`src/rtl/chad_intc.sv`:
```
// Vectored interrupt controller: synchronised sources, per-channel edge/level
// pending logic and a fixed-priority IDLE/REQ/ACK handshake with the core.
module chad_intc #(
  parameter int CHANNELS = 8,
  parameter int WIDTH    = 18,
  parameter int VBASE    = 1
) (
  input  logic                clk,
  input  logic                resetq,
  input  logic [CHANNELS-1:0] src,
  input  logic                io_wr,
  input  logic                io_rd,
  input  logic [1:0]          io_addr,
  input  logic [WIDTH-1:0]    din,
  output logic [WIDTH-1:0]    dout,
  output logic                irq,
  output logic [3:0]          ivec,
  input  logic                iack
);

  typedef enum logic [1:0] {S_IDLE, S_REQ, S_ACK} state_e;

  localparam logic [1:0] A_ENABLE  = 2'd0;
  localparam logic [1:0] A_PENDING = 2'd1;
  localparam logic [1:0] A_MODE    = 2'd2;
  localparam logic [1:0] A_SWTRIG  = 2'd3;

  logic [CHANNELS-1:0] sync1_q, sync2_q, prev_q;
  logic [CHANNELS-1:0] pending_q, pending_d;
  logic [CHANNELS-1:0] enable_q, enable_d;
  logic [CHANNELS-1:0] mode_q, mode_d;
  state_e              state_q, state_d;
  logic [3:0]          chan_q, chan_d;
  logic [3:0]          ivec_q, ivec_d;

  logic [CHANNELS-1:0] wr_data, active, sel_mask, set_ev, clr_ev, edge_next, mode_chg;
  logic [3:0]          win;
  logic                unused_din;

  assign wr_data    = din[CHANNELS-1:0];
  assign unused_din = ^din;
  assign active     = pending_q & enable_q;
  assign sel_mask   = CHANNELS'(1) << chan_q;

  // NOTE: every always_comb output gets a default first so no path infers a latch.
  always_comb begin
    enable_d = enable_q;
    mode_d   = mode_q;
    set_ev   = sync2_q & ~prev_q;
    clr_ev   = '0;
    if (io_wr && io_addr == A_ENABLE)  enable_d = wr_data;
    if (io_wr && io_addr == A_MODE)    mode_d   = wr_data;
    if (io_wr && io_addr == A_SWTRIG)  set_ev   = set_ev | wr_data;
    if (io_wr && io_addr == A_PENDING) clr_ev   = wr_data;
    if (state_q == S_REQ && iack)      clr_ev   = clr_ev | sel_mask;
    mode_chg  = mode_d ^ mode_q;
    // Set wins over clear; level channels simply track the synchronised source.
    edge_next = set_ev | (pending_q & ~clr_ev);
    pending_d = ((mode_q & edge_next) | (~mode_q & sync2_q)) & ~mode_chg;
  end

  always_comb begin
    win = '0;
    for (int k = CHANNELS - 1; k >= 0; k--) begin
      if (active[k]) win = 4'(k);
    end
  end

  always_comb begin
    state_d = state_q;
    chan_d  = chan_q;
    ivec_d  = ivec_q;
    unique case (state_q)
      S_IDLE: begin
        if (|active) begin
          chan_d  = win;
          ivec_d  = 4'(VBASE) + win;
          state_d = S_REQ;
        end
      end
      S_REQ: begin
        if (iack)                          state_d = S_ACK;
        else if ((active & sel_mask) == '0) state_d = S_IDLE;
      end
      S_ACK:   state_d = S_IDLE;
      default: state_d = S_IDLE;
    endcase
  end

  // NOTE: sequential state uses non-blocking assignments so every flop samples pre-edge values.
  always_ff @(posedge clk or negedge resetq) begin
    if (!resetq) begin
      sync1_q   <= '0;
      sync2_q   <= '0;
      prev_q    <= '0;
      pending_q <= '0;
      enable_q  <= '0;
      mode_q    <= '0;
      state_q   <= S_IDLE;
      chan_q    <= '0;
      ivec_q    <= '0;
    end else begin
      sync1_q   <= src;
      sync2_q   <= sync1_q;
      prev_q    <= sync2_q;
      pending_q <= pending_d;
      enable_q  <= enable_d;
      mode_q    <= mode_d;
      state_q   <= state_d;
      chan_q    <= chan_d;
      ivec_q    <= ivec_d;
    end
  end

  assign irq  = (state_q == S_REQ);
  assign ivec = ivec_q;

  always_comb begin
    dout = '0;
    if (io_rd) begin
      unique case (io_addr)
        A_ENABLE:  dout = WIDTH'(enable_q);
        A_PENDING: dout = WIDTH'(pending_q);
        A_MODE:    dout = WIDTH'(mode_q);
        default:   dout = '0;
      endcase
    end
  end

endmodule

```
`config.mk`:
```
export PLATFORM = sky130hd
export DESIGN_NAME = chad_intc
export DESIGN_NICKNAME = d
export VERILOG_FILES = /design/src/rtl/chad_intc.sv
export SDC_FILE = /design/constraint.sdc
export NUM_CORES = 1
export LEC_CHECK = 0
export ABC_AREA = 0
export BUFFER_PORTS_ARGS = -buffer_cell sky130_fd_sc_hd__buf_2
export CAP_MARGIN = 20
export CELL_PAD_IN_SITES_DETAIL_PLACEMENT = 1
export CELL_PAD_IN_SITES_GLOBAL_PLACEMENT = 1
export CORE_MARGIN = 1
export CORE_UTILIZATION = 43
export CTS_BUF_LIST = sky130_fd_sc_hd__clkbuf_8
export CTS_CLUSTER_DIAMETER = 50
export CTS_CLUSTER_SIZE = 12
export DETAILED_ROUTE_END_ITERATION = 7
export GPL_TIMING_DRIVEN = 0
export MAX_ROUTING_LAYER = met4
export PLACE_DENSITY_LB_ADDON = 0.1
export SKIP_CTS_REPAIR_TIMING = 1
export SLEW_MARGIN = 40
export SYNTH_ARGS = -nofsm -noshare
export SYNTH_HDL_FRONTEND = slang
export SYNTH_SLANG_ARGS = --single-unit
```
`constraint.sdc`:
```
create_clock -name clk -period 1.75 [get_ports clk]
set_input_delay 0.0875 -clock clk [delete_from_list [all_inputs] [get_ports clk]]
set_output_delay 0.0875 -clock clk [all_outputs]
set_load 0.02 [all_outputs]
```
==> impl_results.md, run 1 <==
- Run status: completed
- IO buf count: 35
- Global routing usage on met1: 31.04%
- Worst setup SP type: flop
- CP max stage cell: or3b_1
- I/O pins: 56
- Clock share of power: 27.8%
- CP peak stage delay: 500 ps
- Pre-CTS setup slack: 48.57 ps
- Overflow after GRT: 0
- Dpl cells: 415
- Cell Int Power: 2.596 mW
- Final Setup Violations: 0
- Sw Ratio: 36.36%
- Critical path type: flop to flop
- Tcrit/Tclk final: 93.41%
- Cell area after synthesis: 0.002796 sq mm
- Reg clk slew, reported paths: 60 ps
- Met3 Use GR: 4.505%
- DRT antenna net count: 0
- Root buffer cell: clkbuf_8
- Initial DRC count: 106
- Total CTS buffers: 9
- Die Wd: 82.65 microns
- Initial antenna violation count: 0
- Std-Cell Rows: 29
- Worst skew pair latency: 340 ps
- RSZ-0062 raised after global routing: false
- Critical path buffer and inverter count: 0
- Most Crowded Layer GR: met2
- Fmax: 611.7 MHz
- Sequential Power Share: 43.3%
- Share of cells above drive strength 1: 23.90%
- Synth cell types: 38
- TNS Setup: 0 ps
- Net load switching power: 1.483 mW
- Final non-filler cell total: 441
- Cells after Synth: 294
- Yosys warns: 0
- PnR Total Power: 4.079 mW
- Most Frequent Cell on Critical Path: o21ai_1
- Layout area overhead: 21.43%
- Core area: 0.006314 sq mm
- Crit path max-delay family: simple AND/OR/NAND/NOR gates
- Setup Skew: 6.646 ps
- Gpl congestion: 0.7983
- Vias: 2340
- Worst path arrival time: 1860 ps
- Slew @ Worst Pin: 783.1 ps
- Final instance area: 0.003396 sq mm
- Overall routed net length: 7488 microns
- Worst Slack Setup Final: 115.3 ps
- PD cells: 1201 mW/mm^2
- Syn avg cell area: 9.512 sq um
- DPL Wire Length: 5106 microns
- Wire length per cell: 16.98 microns
- Max-cap violations: 0
- Largest net degree at the start of global routing: 58
- Relative slew slack: 47.57%
- GRT Util Overall: 24.98%
- Combinational power share: 29.0%
- Hold Slack: 29.06 ps
- Number of global-route vias before repair: 2398
- Clock sink count: 57
- Drt first pass iters: 4
- Post-layout min period: 1635 ps
- CTS tree: yes
- Nets: 392
- Register area share after synthesis: 51.01%
- GRT met2 Usage: 39.10%
- Die area: 0.006830 sq mm
- Placed Area: 0.003104 sq mm
- Initial core utilization: 44.29%
- DRC viols: 0
- CP required: 1970 ps
- Core Util, Final: 53.79%
- Hold Path Class: primary input to flop
- Ant diodes: 0
- Lkg Pwr: 1.647 nW
- Worst-path cell chain: or3b_1, o21ai_1, nor2_1, o21ai_1, a21oi_1
- Vias per std cell: 5.306
- Crit-path max FO: 6
- Longest Clk Path Bufs: 2
- Max VDD drop: 0.5505 mV
- DIE HEIGHT: 82.65 microns
- Pins Over Slew Limit: 0
- Yosys reg bits: 57
- Crit end category: flop
- Final Hold Viols: 0
- First-pass GRT wire length: 11790 microns
- H-tree depth: 3
## final cells by class
type | count | area (sq um)
Tap cell | 77 | 96.34
Clock inverter | 5 | 30.03
Multi-Input combinational cell | 227 | 1279
Clock buffer | 11 | 151.4
Inverter | 1 | 3.754
Sequential cell | 57 | 1426
Timing Repair Buffer | 45 | 287.8
Buffer | 18 | 121.4
Fill cell | 772 | 2918
## path summary, 6_finish.rpt
kind	cells past startpoint	to	startpoint	slack, ps
max in group asynchronous	3	enable_q[2]$_DFFE_PN0P_	resetq	1070
max	5	pending_q[6]$_DFF_PN0_	chan_q[0]$_DFFE_PN0P_	120
min reg2reg	0	sync2_q[0]$_DFF_PN0_	sync1_q[0]$_DFF_PN0_	350
min in group asynchronous	2	prev_q[1]$_DFF_PN0_	resetq	190
min	3	mode_q[1]$_DFF_PN0_	din[1]	30
max reg2reg	5	pending_q[6]$_DFF_PN0_	chan_q[0]$_DFFE_PN0P_	120
## synth_stat cells (all sizes together)
master | count | area (sq um)
nand2 | 63 | 246.5
dfrtp | 57 | 1426
o21ai | 37 | 196.4
nor2 | 27 | 103.9
a21oi | 23 | 115.1
buf | 16 | 113.9
mux2i | 16 | 160.2
and2 | 9 | 56.30
mux2 | 8 | 90.09
nand3 | 6 | 30.03
nand3b | 5 | 41.29
a22oi | 3 | 22.52
nor2b | 3 | 26.27
clkbuf | 2 | 7.510
nand4 | 2 | 12.51
nor3b | 2 | 20.02
o211ai | 2 | 15.01
or3b | 2 | 17.52
a21boi | 1 | 7.510
a21o | 1 | 7.510
a221oi | 1 | 8.760
conb | 1 | 3.750
inv | 1 | 3.750
mux4 | 1 | 22.52
nor3 | 1 | 5.000
o2111ai | 1 | 8.760
o22ai | 1 | 6.260
o31ai | 1 | 12.51
xor2 | 1 | 8.760
## registers in the layout (all words and copies together) (netlist names), 3 cells and up
register and flops:
chan_q 3, enable_q 8, mode_q 8, prev_q 8, sync1_q 8, ivec 4
pending_q 8, sync2_q 8
## power by group through the flow
stage	combinational [mW]	clock [mW]	sequential (mW)
after floorplan	0.784	0	1.76
after global placement	1.11	0	1.77
after detailed placement	1.15	0	1.79
after CTS	1.16	1.16	1.77
after global routing	1.31	1.21	1.80
final	1.18	1.13	1.77
## metal layers
metal | up-vias | routed length, microns
li1 | 1126 | -
met1 | 1169 | 3523
met2 | 34 | 3663
met3 | 11 | 186
met4 | 0 | 116
met5 | - | 0
## cell usage in the layout (no fill, tap or decap), drive strengths merged, types with 5 or more instances in the layout
cell,n
a21oi,23
and2,9
buf,52
clkbuf,13
conb,10
dfrtp,57
dlygate4sd3,9
mux2,8
mux2i,16
nand2,63
nand3,6
nand3b,5
nor2,27
o21ai,37
## worst reg2reg max path: stages (launching register included)
cell and delay [ps]:
dfrtp_1 460, or3b_1 510, o21ai_1 230, nor2_1 60, o21ai_1 170, a21oi_1 90
## cells by family (layout without fill, tap and decap cells)
group / count (synthesis) / count (layout) / synth area share [%]
xor gates and xnor gates: 1 / 1 / 0.3133
other: 1 / 10 / 0.1341
and+or+nand+nor: 120 / 120 / 20.00
DFF: 57 / 57 / 51.01
buffers and inverters: 19 / 80 / 4.474
muxes: 25 / 25 / 9.754
AOI/OAI and AO/OA: 71 / 71 / 14.32
No activity file was read; power rests on OpenSTA's default activity.
==> run 2, diff against run 1 <==
==> constraint.sdc (replaced) <==
create_clock -name clk -period 1.8 [get_ports clk]
set_input_delay 0.09 -clock clk [delete_from_list [all_inputs] [get_ports clk]]
set_output_delay 0.09 -clock clk [all_outputs]
set_load 0.02 [all_outputs]
==> impl_results.md, run 2 (same netlist as run 1, synthesis figures left out) <==
- Worst skew pair latency: 340 ps (about the same)
- Critical path buffer and inverter count: 0 (unchanged)
- DPL Wire Length: 5106 microns (unchanged)
- Ant diodes: 0 (unchanged)
- Die Wd: 82.65 microns (unchanged)
- Tcrit/Tclk final: 93.95% (was 93.41%)
- R2R Setup Slk: 110 ps (was 120 ps)
- Clock sink count: 57 (unchanged)
- CP peak stage delay: 490 ps (was 500 ps)
- Core Util, Final: 53.79% (unchanged)
- Largest net degree at the start of global routing: 58 (unchanged)
- Worst path arrival time: 1920 ps (was 1860 ps)
- Share of cells above drive strength 1: 23.90% (unchanged)
- Most common cell after layout, fill and taps aside: nand2_1 (unchanged)
- Wire length per cell: 16.95 microns (was 16.98 microns)
- Area of the multi-input gates: 0.001279 sq mm (unchanged)
- Hold Path Class: primary input to flop (unchanged)
- FF-to-FF End: pending_q[1]$_DFF_PN0_ (was pending_q[6]$_DFF_PN0_)
- Hold Path End: mode_q[1]$_DFF_PN0_ (unchanged)
- CP required: 2030 ps (was 1970 ps)
- Final Setup Violations: 0 (unchanged)
- IO buf count: 35 (unchanged)
- Relative slew slack: 45.99% (was 47.57%)
- H-tree depth: 3 (unchanged)
- Pins Over Slew Limit: 0 (unchanged)
- Worst Hold Launch: din[1] (unchanged)
- First-pass GRT wire length: 11790 microns (unchanged)
- CP max stage cell: dfrtp_1 (was or3b_1)
- Initial core utilization: 44.29% (unchanged)
- WHS Path Cells: 3 (unchanged)
- Die area: 0.006830 sq mm (unchanged)
- Layout area overhead: 21.43% (unchanged)
- RSZ-0062 raised after global routing: false (unchanged)
- Most frequent cells in the layout: nand2_1 (59), dfrtp_1 (57), buf_2 (38), o21ai_0 (33), nor2_1 (26) (was nand2_1 (59), dfrtp_1 (57), buf_2 (38), o21ai_0 (30), nor2_1 (26))
- Gpl congestion: 0.7983 (unchanged)
- Initial DRC count: 109 (was 106)
- Drt first pass iters: 4 (unchanged)
- Final Hold Viols: 0 (unchanged)
- Vias per std cell: 5.311 (was 5.306)
- Core area: 0.006314 sq mm (unchanged)
- I/O pins: 56 (unchanged)
- Hold Slack: 30.51 ps (was 29.06 ps)
- Reg-to-Reg Start: chan_q[2]$_DFFE_PN0P_ (was chan_q[0]$_DFFE_PN0P_)
- Max-cap violations: 0 (unchanged)
- Crit-path max FO: 8 (was 6)
- Overflow after GRT: 0 (unchanged)
- Worst R2R Path Depth: 5 (unchanged)
- Slew @ Worst Pin: 806.6 ps (was 783.1 ps)
- Longest Clk Path Bufs: 2 (unchanged)
- Overall routed net length: 7475 microns (was 7488 microns)
- Run status: completed (unchanged)
- Std-Cell Rows: 29 (unchanged)
- DRT antenna net count: 0 (unchanged)
- Crit end category: flop (unchanged)
- PD cells: 1167 mW/mm^2 (was 1201 mW/mm^2)
- Post-layout min period: 1691 ps (was 1635 ps)
- Nets: 392 (unchanged)
- TNS Setup: 0 ps (unchanged)
- DRC viols: 0 (unchanged)
- Critical path type: flop to flop (unchanged)
- Max VDD drop: 0.5311 mV (was 0.5505 mV)
- Crit path max-delay family: compound AO/OA/AOI/OAI gates (was simple AND/OR/NAND/NOR gates)
- Fmax: 591.3 MHz (was 611.7 MHz)
- Fill count: 772 (unchanged)
- Number of global-route vias before repair: 2398 (unchanged)
- DIE HEIGHT: 82.65 microns (unchanged)
- FF/Latch Area: 0.001426 sq mm (unchanged)
- PnR Total Power: 3.963 mW (was 4.079 mW)
- GRT Util Overall: 24.98% (unchanged)
- Most Frequent Cell on Critical Path: o21ai_0 (was o21ai_1)
- Vias: 2342 (was 2340)
- Reg clk slew, reported paths: 70 ps (was 60 ps)
- Worst-path cell chain: or3b_1, o21ai_0, nor2_1, o21ai_0, a21oi_1 (was or3b_1, o21ai_1, nor2_1, o21ai_1, a21oi_1)
- Setup Skew: 7.069 ps (was 6.646 ps)
- Lkg Pwr: 1.647 nW (about the same)
- Worst setup SP type: flop (unchanged)
- CTS tree: yes (unchanged)
- Root buffer cell: clkbuf_8 (unchanged)
- Initial antenna violation count: 0 (unchanged)
- Total CTS buffers: 9 (unchanged)
run 2: cell counts in the layout (fill, tap and decap cells not counted):
Identical to the previous run, type by type.
run 2: worst register-to-register path: cells and delay by family (launching register included):
| kind | cells | cell delay [ps] |
|---|---|---|
| compound gates | 3 | 590 |
| flops | 1 | 490 |
| simple gates | 2 | 490 |
run 2: stage by stage:
stage,cells,setup WS (ps),instance area (sq um)
floorplan,303,386.5,2830
global route,441,12.07,3396
CTS,431,67.94,3286
detailed placement,415,96.07,3104
global placement,415,134.2,3102
finish,441,108.9,3396
run 2: area by class of cell:
class                      count  area share [%]
buffer                        18           3.574
clock inverter                 5          0.8843
multi-input combinational    227           37.66
clock buffer                  11           4.458
tap                           77           2.837
sequential                    57           42.00
inverter                       1          0.1105
timing repair buffer          45           8.475
run 2: layer usage:
| metal | GRT usage (%) | share of wire [%] | vias to the layer above |
|---|---|---|---|
| li1 | - | - | 1125 |
| met1 | 31.04 | 46 | 1166 |
| met2 | 39.10 | 49 | 39 |
| met3 | 4.505 | 3.4 | 12 |
| met4 | 12.41 | 1.6 | 0 |
| met5 | - | 0 | - |
run 2: how the worst max path moves through the flow:
stage	from	endpoint	slack [ps]	cells after the start
3_5_place_dp	io_wr	pending_q[1]$_DFF_PN0_	100	7
5_1_grt	chan_q[0]$_DFFE_PN0P_	pending_q[2]$_DFF_PN0_	10	5
6_report	chan_q[2]$_DFFE_PN0P_	pending_q[1]$_DFF_PN0_	110	5
3_3_place_gp	chan_q[0]$_DFFE_PN0P_	pending_q[0]$_DFF_PN0_	130	5
2_1_floorplan	chan_q[1]$_DFFE_PN0P_	pending_q[0]$_DFF_PN0_	390	6
4_1_cts	chan_q[2]$_DFFE_PN0P_	pending_q[1]$_DFF_PN0_	70	5
run 2: where the power goes:
group	switching, mW	internal [mW]
Combinational	0.678	0.464
Clock	0.538	0.566
Sequential	0.224	1.49
==> run 3, diff against run 2 <==
--- a/config.mk
+++ b/config.mk
@@ -11,7 +11,7 @@
 export CELL_PAD_IN_SITES_DETAIL_PLACEMENT = 1
 export CELL_PAD_IN_SITES_GLOBAL_PLACEMENT = 1
 export CORE_MARGIN = 1
-export CORE_UTILIZATION = 43
+export CORE_UTILIZATION = 39
 export CTS_BUF_LIST = sky130_fd_sc_hd__clkbuf_8
 export CTS_CLUSTER_DIAMETER = 50
 export CTS_CLUSTER_SIZE = 12
==> constraint.sdc (replaced) <==
create_clock -name clk -period 1.35 [get_ports clk]
set_input_delay 0.0675 -clock clk [delete_from_list [all_inputs] [get_ports clk]]
set_output_delay 0.0675 -clock clk [all_outputs]
set_load 0.02 [all_outputs]
==> impl_results.md, run 3 (same netlist as run 1, synthesis figures left out) <==
- DIE HEIGHT: 86.68 microns (was 82.65 microns)
- Reg clk slew, reported paths: 70 ps (about the same)
- Slew @ Worst Pin: 772.2 ps (was 806.6 ps)
- Post-layout min period: 1605 ps (was 1691 ps)
- CP required: 1580 ps (was 2030 ps)
- Run status: finished with violations (was completed)
- CP max stage cell: dfrtp_2 (was dfrtp_1)
- PnR Total Power: 5.828 mW (was 3.963 mW)
- Initial core utilization: 40.71% (was 44.29%)
- Most common cell after layout, fill and taps aside: nand2_1 (unchanged)
- Dpl cells: 434 (was 415)
- Worst path arrival time: 1840 ps (was 1920 ps)
- Core Util, Final: 54.13% (was 53.79%)
- PD cells: 1567 mW/mm^2 (was 1167 mW/mm^2)
- Wire length per cell: 16.87 microns (was 16.95 microns)
- Worst skew pair latency: 340 ps (about the same)
- Crit-path max FO: 7 (was 8)
- Nets: 412 (was 392)
- Worst Slack Setup Final: -255.4 ps (was 108.9 ps)
- Overall routed net length: 8099 microns (was 7475 microns)
- Fill count: 823 (was 772)
- DRT antenna net count: 0 (unchanged)
- Vias: 2445 (was 2342)
- Number of global-route vias before repair: 2355 (was 2398)
- Clock sink count: 57 (unchanged)
- I/O pins: 56 (unchanged)
- Worst setup SP type: flop (unchanged)
- IO buf count: 35 (unchanged)
- Drt first pass iters: 6 (was 4)
- Die area: 0.007513 sq mm (was 0.006830 sq mm)
- Root buffer cell: clkbuf_8 (unchanged)
- Failing checks: negative hold slack, negative setup slack
- Vias per std cell: 5.094 (was 5.311)
- Overflow after GRT: 0 (unchanged)
- Longest Clk Path Bufs: 2 (unchanged)
- Setup Skew: 5.992 ps (was 7.069 ps)
- Lkg Pwr: 1.763 nW (was 1.647 nW)
- GRT Util Overall: 22.52% (was 24.98%)
- Initial DRC count: 102 (was 109)
- Layout area overhead: 32.98% (was 21.43%)
- Ant diodes: 0 (unchanged)
- Core area: 0.006869 sq mm (was 0.006314 sq mm)
- Final Setup Violations: 20 (was 0)
- Die Wd: 86.68 microns (was 82.65 microns)
- Share of cells above drive strength 1: 35.16% (was 23.90%)
- Fmax: 622.9 MHz (was 591.3 MHz)
- DRC viols: 0 (unchanged)
- Max-cap violations: 0 (unchanged)
- RSZ-0062 raised after global routing: true (was false)
- Hold Path Class: primary input to flop (unchanged)
- Gpl congestion: 0.7891 (was 0.7983)
- H-tree depth: 3 (unchanged)
- DPL Wire Length: 5222 microns (was 5106 microns)
- Final non-filler cell total: 480 (was 441)
- Std-Cell Rows: 30 (was 29)
- Critical path type: flop to flop (unchanged)
- Max VDD drop: 0.5860 mV (was 0.5311 mV)
- Most frequent cells in the layout: nand2_1 (56), dfrtp_1 (47), buf_2 (30), buf_4 (28), nor2_1 (25) (was nand2_1 (59), dfrtp_1 (57), buf_2 (38), o21ai_0 (33), nor2_1 (26))
- Final Hold Viols: 1 (was 0)
- CTS tree: yes (unchanged)
- Hold Slack: -1.869 ps (was 30.51 ps)
- Tcrit/Tclk final: 118.9% (was 93.95%)
- Total CTS buffers: 9 (unchanged)
- First-pass GRT wire length: 11960 microns (was 11790 microns)
- Relative slew slack: 48.30% (was 45.99%)
- Worst-path cell chain: nand2_4, nand4_1, o21ai_4, buf_6, a221oi_4, a21o_1 (was or3b_1, o21ai_0, nor2_1, o21ai_0, a21oi_1)
- Largest net degree at the start of global routing: 58 (unchanged)
- Crit end category: flop (unchanged)
- Initial antenna violation count: 0 (unchanged)
- CP peak stage delay: 450 ps (was 490 ps)
- Pins Over Slew Limit: 0 (unchanged)
==> run 3: changes by cell type in the layout (fill, tap and decap cells not counted), sizes merged <==
cell      change
inv           +1
clkinvlp      +1
buf          +19
clkbuf        -1
==> run 3: worst max-delay path: cells and delay by family, from the launching register on <==
kind / cells / cell delay [ps]
buf+inv: 1 / 160
flops: 1 / 450
simple gates: 2 / 370
compound gates: 3 / 520
==> run 3: where the power goes <==
| group | switching (mW) | internal (mW) | leakage (nW) |
|---|---|---|---|
| Clock | 0.731 | 0.659 | 0.0826 |
| Combinational | 1.13 | 0.976 | 1.01 |
| Sequential | 0.325 | 2.00 | 0.672 |
| Total | 2.19 | 3.64 | 1.76 |
==> run 3: routing by layer <==
metal / up-vias / part of all wire [%] / global-route usage, %
met5: - / 0 / -
met4: 0 / 2.0 / 9.848
met3: 16 / 2.6 / 4.857
met2: 46 / 50 / 36.87
met1: 1220 / 45 / 26.78
li1: 1163 / - / -
==> run 3: worst paths after layout <==
check,from,slack (ps),depth (start not counted),endpoint
max,pending_q[1]$_DFF_PN0_,-260,6,chan_q[0]$_DFFE_PN0P_
min,din[2],-2,3,mode_q[2]$_DFF_PN0_
max reg2reg,pending_q[1]$_DFF_PN0_,-260,6,chan_q[0]$_DFFE_PN0P_
min reg2reg,sync1_q[3]$_DFF_PN0_,350,0,sync2_q[3]$_DFF_PN0_
max in group asynchronous,resetq,490,2,enable_q[7]$_DFFE_PN0P_
min in group asynchronous,resetq,330,2,sync2_q[1]$_DFF_PN0_
==> run 3: metrics by stage <==
step	setup TNS [ps]	setup slack (ps)	instance area [sq um]	hold slack, ps
2_1_floorplan	-116.8	-38.73	2833	-228.1
3_3_place_gp	-5275	-326.8	3128	175.1
3_5_place_dp	-6053	-385.0	3131	177.2
4_1_cts	-4048	-392.2	3303	-194.5
5_1_grt	-3782	-310.1	3719	1.532
6_report	-2370	-255.4	3719	-1.869
==> run 3: cell type report <==
class / count / area (sq um) / area share, %
clock inverter: 7 / 48.80 / 1.312
tap: 96 / 120.1 / 3.230
buffer: 18 / 131.4 / 3.533
timing repair buffer: 65 / 481.7 / 12.95
sequential: 57 / 1439 / 38.69
clock buffer: 9 / 123.9 / 3.331
multi-input combinational: 227 / 1370 / 36.84
inverter: 1 / 3.754 / 0.1009
